### config.mk
export PLATFORM = sky130hd
export DESIGN_NAME = regfile_mp
export DESIGN_NICKNAME = d
export VERILOG_FILES = /design/src/rtl/regfile_mp.sv
export SDC_FILE = /design/constraint.sdc
export NUM_CORES = 2
export LEC_CHECK = 0
export ABC_CLOCK_PERIOD_IN_PS = 3500
export BUFFER_PORTS_ARGS = -buffer_cell sky130_fd_sc_hd__buf_2
export CAP_MARGIN = 25
export CELL_PAD_IN_SITES_DETAIL_PLACEMENT = 0
export CELL_PAD_IN_SITES_GLOBAL_PLACEMENT = 1
export CORE_AREA = 2 2 399 401
export DETAILED_ROUTE_END_ITERATION = 7
export DIE_AREA = 0 0 401 403
export PLACE_DENSITY_LB_ADDON = 0.1
export SLEW_MARGIN = 5
export SYNTH_ARGS = -nofsm -noshare
export SYNTH_HDL_FRONTEND = slang
export SYNTH_SLANG_ARGS = --single-unit
### constraint.sdc
create_clock -name clk -period 3.5 [get_ports clk]
set_input_delay 0.175 -clock clk [delete_from_list [all_inputs] [get_ports clk]]
set_output_delay 0.175 -clock clk [all_outputs]
set_load 0.01 [all_outputs]
### src/rtl/regfile_mp.sv
// Multi-ported register file: 2 combinational read ports, 2 write ports,
// pending-write scoreboard, and a post-reset clear sequence that zeroes every register.
module regfile_mp #(
    parameter int XLEN   = 32,
    parameter int NREG   = 32,
    parameter int BYPASS = 1,
    localparam int AW    = $clog2(NREG)
) (
    input  logic            clk,
    input  logic            rst,
    input  logic [AW-1:0]   ra1,
    input  logic [AW-1:0]   ra2,
    output logic [XLEN-1:0] rd1,
    output logic [XLEN-1:0] rd2,
    input  logic            we0,
    input  logic            we1,
    input  logic [AW-1:0]   wa0,
    input  logic [AW-1:0]   wa1,
    input  logic [XLEN-1:0] wd0,
    input  logic [XLEN-1:0] wd1,
    input  logic            sb_set,
    input  logic [AW-1:0]   sb_addr,
    output logic            pend1,
    output logic            pend2,
    output logic            busy
);

    typedef enum logic {CLEAR, RUN} state_t;

    state_t          state_q;
    logic [AW-1:0]   clr_cnt_q;
    logic            busy_q;
    logic [NREG-1:0] sb_q, sb_d;
    logic [XLEN-1:0] mem_q [NREG];

    logic run, wacc0, wacc1, sbacc;

    assign run   = (state_q == RUN);
    assign wacc0 = run && we0 && (wa0 != '0);
    assign wacc1 = run && we1 && (wa1 != '0);
    assign sbacc = run && sb_set && (sb_addr != '0);
    assign busy  = busy_q;

    // Set is applied after the write-clears so a newer producer keeps the bit.
    always_comb begin
        sb_d = sb_q;
        if (wacc0) sb_d[wa0] = 1'b0;
        if (wacc1) sb_d[wa1] = 1'b0;
        if (sbacc) sb_d[sb_addr] = 1'b1;
    end

    always_ff @(posedge clk or posedge rst) begin
        if (rst) begin
            state_q   <= CLEAR;
            clr_cnt_q <= AW'(1);
            busy_q    <= 1'b1;
            sb_q      <= '0;
        end else begin
            case (state_q)
                CLEAR: begin
                    clr_cnt_q <= clr_cnt_q + AW'(1);
                    if (clr_cnt_q == AW'(NREG - 1)) begin
                        state_q <= RUN;
                        busy_q  <= 1'b0;
                    end
                end
                default: sb_q <= sb_d;
            endcase
        end
    end

    // Storage is not reset; the clear sequence zeroes it. Entry 0 is never written.
    always_ff @(posedge clk) begin
        if (!rst) begin
            if (state_q == CLEAR) begin
                mem_q[clr_cnt_q] <= '0;
            end else begin
                if (wacc0) mem_q[wa0] <= wd0;
                if (wacc1) mem_q[wa1] <= wd1;
            end
        end
    end

    function automatic logic [XLEN-1:0] rd_fn(input logic [AW-1:0] ra);
        logic [XLEN-1:0] r;
        r = '0;
        if (run && ra != '0) begin
            if (BYPASS != 0 && wacc1 && wa1 == ra)      r = wd1;
            else if (BYPASS != 0 && wacc0 && wa0 == ra) r = wd0;
            else                                        r = mem_q[ra];
        end
        return r;
    endfunction

    // A same-cycle write retires the pending producer unless a new one claims the slot.
    function automatic logic pend_fn(input logic [AW-1:0] ra);
        logic p;
        p = 1'b0;
        if (run && ra != '0) begin
            p = sb_q[ra];
            if (BYPASS != 0 && ((wacc0 && wa0 == ra) || (wacc1 && wa1 == ra))
                && !(sbacc && sb_addr == ra))
                p = 1'b0;
        end
        return p;
    endfunction

    always_comb begin
        rd1   = rd_fn(ra1);
        rd2   = rd_fn(ra2);
        pend1 = pend_fn(ra1);
        pend2 = pend_fn(ra2);
    end

endmodule

# Word level (Yosys, flattened, before mapping)
# Memories as Yosys holds them, arrays and structs flattened.
# Cells that the tools add are included.
# W data, S select, Z words.
[op_classes]
addsub = 1
magnitude_cmp = 8
eq_ne = 7
muxes = 39
n_bitwise = 6
reduce_logical = 30
[op_table]
columns = ["op", "n"]
rows = [
  ["$mux W32", 10],
  ["$and A32 B32 Y32", 2],
  ["$not A32 Y32", 2],
  ["$or A32 B32 Y32", 1],
  ["$reduce_or A32 Y1", 1],
  ["$eq A5 B5 Y1", 6],
  ["$lt A5 B6 Y1 const B", 5],
  ["$reduce_bool A5 Y1", 5],
  ["$mux W1", 23],
  ["$logic_and A1 B1 Y1", 19],
  ["$demux W1 S5", 3],
  ["$ge A5 B1 Y1 const B", 3],
  ["$bmux W1 S5", 2],
  ["$add A5 B1 Y5 const B", 1],
  ["$eq A5 B5 Y1 const B", 1],
  ["$mux W5", 1],
  ["$logic_not A1 Y1", 2],
  ["$logic_or A1 B1 Y1", 2],
  ["$reduce_and A2 Y1", 1],
  ["$not A1 Y1", 1],
]
[totals]
register_bits = 39
mem_bits_rw = 1024
input_bits = 94
memories = 1
[memory_table]
columns = ["name", "depth", "width", "rd", "rd_ports_with_merged_regs", "write_ports", "line", "rtl"]
rows = [
  ["mem_q", 32, 32, 2, 0, 2, "34", "logic [XLEN-1:0] mem_q [NREG];"],
]

# Longest topological paths before layout
[logic_depth]
word_depth = 11
ltp_mapped = 10
ltp_nobuf = 6

# Least setup slack after synthesis
# No wires, ideal clock.
[synth_path]
path_kind = "input-to-reg"
startpoint = "input rst"
endpoint = "memory mem_q[16][0] (enable)"
setup_time_ns = 0.433
arrival_time_ns = 3.916
t_required_ns = 3.067
path_slack_ns = -0.849
cell_stages = 6
path_buffers = 2
path_cell_list = "inv_1 > clkbuf_1 > clkbuf_1 > o21a_1 > nand2_1 > o22ai_1"
[synth_rtl]
columns = ["item", "line", "rtl"]
rows = [
  ["start: declaration", "10", "input logic rst,"],
  ["end: declaration", "34", ""],
]

# Worst setup path in the final report
[layout_path]
startpoint = "register state_q, in the netlist run"
endpoint = "output rd2[3]"
[layout_between]
elab_chain_len = 6
word_cells_on_any_way = 10
classes_between = "mux (3); reduce/logical (7)"
[layout_rtl]
columns = ["item", "line", "rtl"]
rows = [
  ["start: declaration", "30", "state_t state_q;"],
  ["start signal: assignment", "54", "state_q <= CLEAR;"],
  ["start signal: assignment", "63", "state_q <= RUN;"],
  ["$logic_and A1 B1 Y1 (2 in series)", "39", "assign wacc0 = run && we0 && (wa0 != '0);"],
  ["$logic_and A1 B1 Y1", "89", "else if (BYPASS != 0 && wacc0 && wa0 == ra) r = wd0;"],
  ["$mux W32", "89", ""],
  ["$mux W32", "88", "if (BYPASS != 0 && wacc1 && wa1 == ra) r = wd1;"],
  ["$mux W32 (*)", "87", "if (run && ra != '0) begin"],
  ["end: declaration", "14", "output logic [XLEN-1:0] rd2,"],
]
# Every way passes the cells marked *; elsewhere a longest branch is shown, timed or not.

==> flow_summary.yaml <==
placement:
  dp_hpwl_um: 187100
  dp.cells: 7068
  pre_cts_slack_ns: 0.1061
  io_buffers: 160
  gp_congestion: 0.8996
floorplan:
  rows: 146
  die_w_um: 401
  start_util_pct: 39.64
  dieArea_um2: 161600
  die_y_um: 403
  io_pins: 161
  core_um2: 157500
synth:
  synth-xor-area-share_pct: 0.4630
  ys_ff_latch: 1063
  synth-edff-count: 1024
  synth_adder_area_share_pct: 0.04009
  muxShareOfSynthArea_pct: 23.11
  synth_cells: 5090
  postSynthAreaPerCell_um2: 12.26
  yosysWarnings: 0
  synth-simple-area-share_pct: 9.142
  syn_nets: 5186
  synth.top_cells.by_area: "edfxtp_1 (49%), mux4_2 (19%), o21ai_0 (6.8%)"
  netlist_area_um2: 62420
  synthDistinctLibCells: 77
  synthMostInstantiatedCell: "edfxtp_1"
  synth_top_family_by_area: "multiplexers"
  synth_common_cells: "edfxtp_1 (1024), nand2_1 (951), o21ai_0 (849), mux4_2 (525), clkbuf_1 (366)"
  yosys_most_used_dff: "edfxtp_1"
  synth_compound_area_share_pct: 11.87
  synth_area_leader_cell: "edfxtp_1"
  synth-seq-area-share_pct: 50.83
  async_reset_ff_share_pct: 3.669
  synth_top_area_share_pct: 49.26
global_routing:
  met2_usage_pct: 56.48
  antenna_found_initial: 14
  grt_overflow: 0
  track_usage_pct: 36.83
  grt_pass1_vias: 47260
  grt_start_max_net_pins: 65
  top_usage_layer: "met2"
  met3_usage_pct: 7.653
  grt.met1_usage_pct: 50.01
  grt_pass1_wl_um: 406400
worst_setup_path:
  crit_required_ns: 3.32
  reg2reg_depth: 9
  crit_type: "flop to primary output"
  crit_fanout: 17
  crit_arrival_ns: 3.32
  critPathCaptureType: "primary output"
  start_kind: "flop"
power_and_ir_drop:
  comb_power_share_pct: 12.5
  ir_drop_v: 0.0004922
  swShare_pct: 26.36
  power_density_nw_per_um2: 436.1
  power.leakage_nw: 24.37
  clkPwrFrac_pct: 42.8
  p_switching_mw: 8.313
  internal_power_mw: 23.22
  power_frac_seq_pct: 44.7
timing:
  setup_viol: 0
  max-slew-margin-rel_pct: 25.36
  fmax_mhz: 285.9
  maxSlewViolCount: 0
  rsz0062_at_grt: "false"
  fin_ws_ns: 0.002757
  finalHoldViolations: 0
  finalCritPeriodShare_pct: 99.92
  clock_skew_ns: 0.02464
  worst_pin_slew_ns: 1.111
  period_needed_ns: 3.497
route:
  post_drt_wl_per_cell_um: 40.83
  vias: 49850
  ant_nets: 0
  vias_per_cell: 6.766
  routed_wl_um: 300800
  drt_iter0_drc: 7479
  drt_pass1_iterations: 8
  drc: 0
clock_tree:
  cts.path.max_buffers: 3
  clock_sinks: 1063
  cts_made_buffers: 134
  cts_max_level: 4
  cts_tree: "yes"
  clk_latency_ns: 0.78
  cts_root_buffer: "clkbuf_16"
  clk_pin_slew_ns: 0.06
hold_path:
  hold_depth: 3
  hp-class: "primary input to flop"
run:
  max-cap-violations: 0
final_layout:
  layout-drive-gt1-share_pct: 29.29
  layout.nets: 5289
  fin_util_pct: 45.92
  area_delta_synth_final_pct: 15.83
  fin_cells: 7368
run_status:
  status: "finished, final reports clean"
==> kinds of logic (layout without fill, tap and decap cells) <==
family / after synthesis / count (layout)
xor gates and xnor gates: 33 / 33
other: 0 / 4
buffers and inverters: 635 / 837
and+or+nand+nor: 1317 / 1317
adders and majority gates: 2 / 2
DFF: 1063 / 1063
AOI/OAI and AO/OA: 1279 / 1279
muxes: 761 / 761
==> metrics by stage <==
stage / area (um2) / TNS, ns / hold slack [ns] / power [mW]
after global routing: 72300 / 0 / 0.03944 / 32.21
final: 72300 / 0 / 0.01756 / 31.53
after global placement: 67490 / -0.06568 / 0.2097 / 18.15
after detailed placement: 67500 / 0 / 0.2156 / 18.17
after floorplan: 62570 / -34.06 / 0.3621 / 16.59
after CTS: 72270 / 0 / 0.001726 / 31.54
==> placed cells by master (no fill, tap or decap), drive strengths merged, types with 6 or more instances in the layout <==
| master | instances |
|---|---|
| edfxtp | 1024 |
| nand2 | 965 |
| o21ai | 866 |
| mux4 | 525 |
| buf | 507 |
| mux2 | 191 |
| clkbuf | 171 |
| o22ai | 145 |
| nor3 | 93 |
| nor2 | 66 |
| dlygate4sd3 | 55 |
| clkinv | 54 |
| nand3 | 49 |
| a22oi | 46 |
| inv | 46 |
| mux2i | 45 |
| a21oi | 43 |
| a22o | 39 |
| dfrtp | 37 |
| nor3b | 28 |
| xor2 | 26 |
| nor4 | 23 |
| a32o | 23 |
| a221oi | 17 |
| o2111ai | 16 |
| a211oi | 16 |
| nand3b | 12 |
| and4 | 12 |
| a21o | 12 |
| a41oi | 10 |
| nand4 | 9 |
| a31oi | 9 |
| or3 | 8 |
| or3b | 8 |
| o211a | 8 |
| and3 | 8 |
| xnor2 | 7 |
| o21a | 6 |
| and2 | 6 |
==> worst max-delay path, stage by stage, from the launching register on <==
cell and delay [ns]:
dfrtp_2 0.45, nand2_2 0.16, nor4_1 0.08, buf_4 0.16
and2_4 0.24, buf_12 0.22, o21ai_1 0.63, o211a_1 0.40
buf_2 0.18
==> sequential cells by signal, indices dropped and copies added, names as in the netlist <==
signal and cells:
mem_q 1024, run 1, clr_cnt_q 5, sb_q 32, busy 1
==> metal layers <==
metal  share of wire [%]  vias to the layer above
met5               0.012                        -
met4                 5.7                        6
met3                  11                      711
met2                  45                     3536
met1                  38                    25650
li1                    -                    19960
==> area by class of cell <==
| cell class | instances | area (um2) |
|---|---|---|
| Tap cell | 2072 | 2592 |
| Inverter | 40 | 152.6 |
| Clock inverter | 64 | 457.9 |
| Sequential cell | 1063 | 31730 |
| Timing Repair Buffer | 562 | 5069 |
| Antenna cell | 4 | 10.01 |
| Clock buffer | 171 | 3670 |
| Multi-Input combinational cell | 3392 | 28620 |
| Fill cell | 14260 | 85170 |
==> path summary, 6_finish.rpt <==
kind                                      from                       end  slack [ns]
setup / recovery                 run$_DFF_PP0_                    rd2[3]       0.003
hold / removal                         wd0[14]   mem_q[10][14]$_DFFE_PP_        0.02
setup reg to reg                 run$_DFF_PP0_    mem_q[10][8]$_DFFE_PP_        0.25
hold reg to reg            sb_q[0]$_DFFE_PP0P_       sb_q[0]$_DFFE_PP0P_        0.43
max in group asynchronous                  rst             run$_DFF_PP0_        2.11
min in group asynchronous                  rst  clr_cnt_q[1]$_DFFE_PP0N_        0.56
==> power by group through the flow <==
stage	sequential (mW)	clock [mW]	combinational, mW
after global routing	14.1	14.0	4.10
final	14.1	13.5	3.93
after floorplan	14.3	0	2.26
after detailed placement	14.4	0	3.81
after global placement	14.4	0	3.79
after CTS	14.1	13.6	3.87
==> what timing repair did <==
action                                  4_1_cts  5_1_grt
pin swaps                                     2        0
buffers inserted                              4        2
endpoints found under the setup margin       35        4
resized for setup                             6        2
hold buffers                                 55        0
endpoints found under the hold margin       275        0
Note: power is estimated with default switching activity, not from simulation.
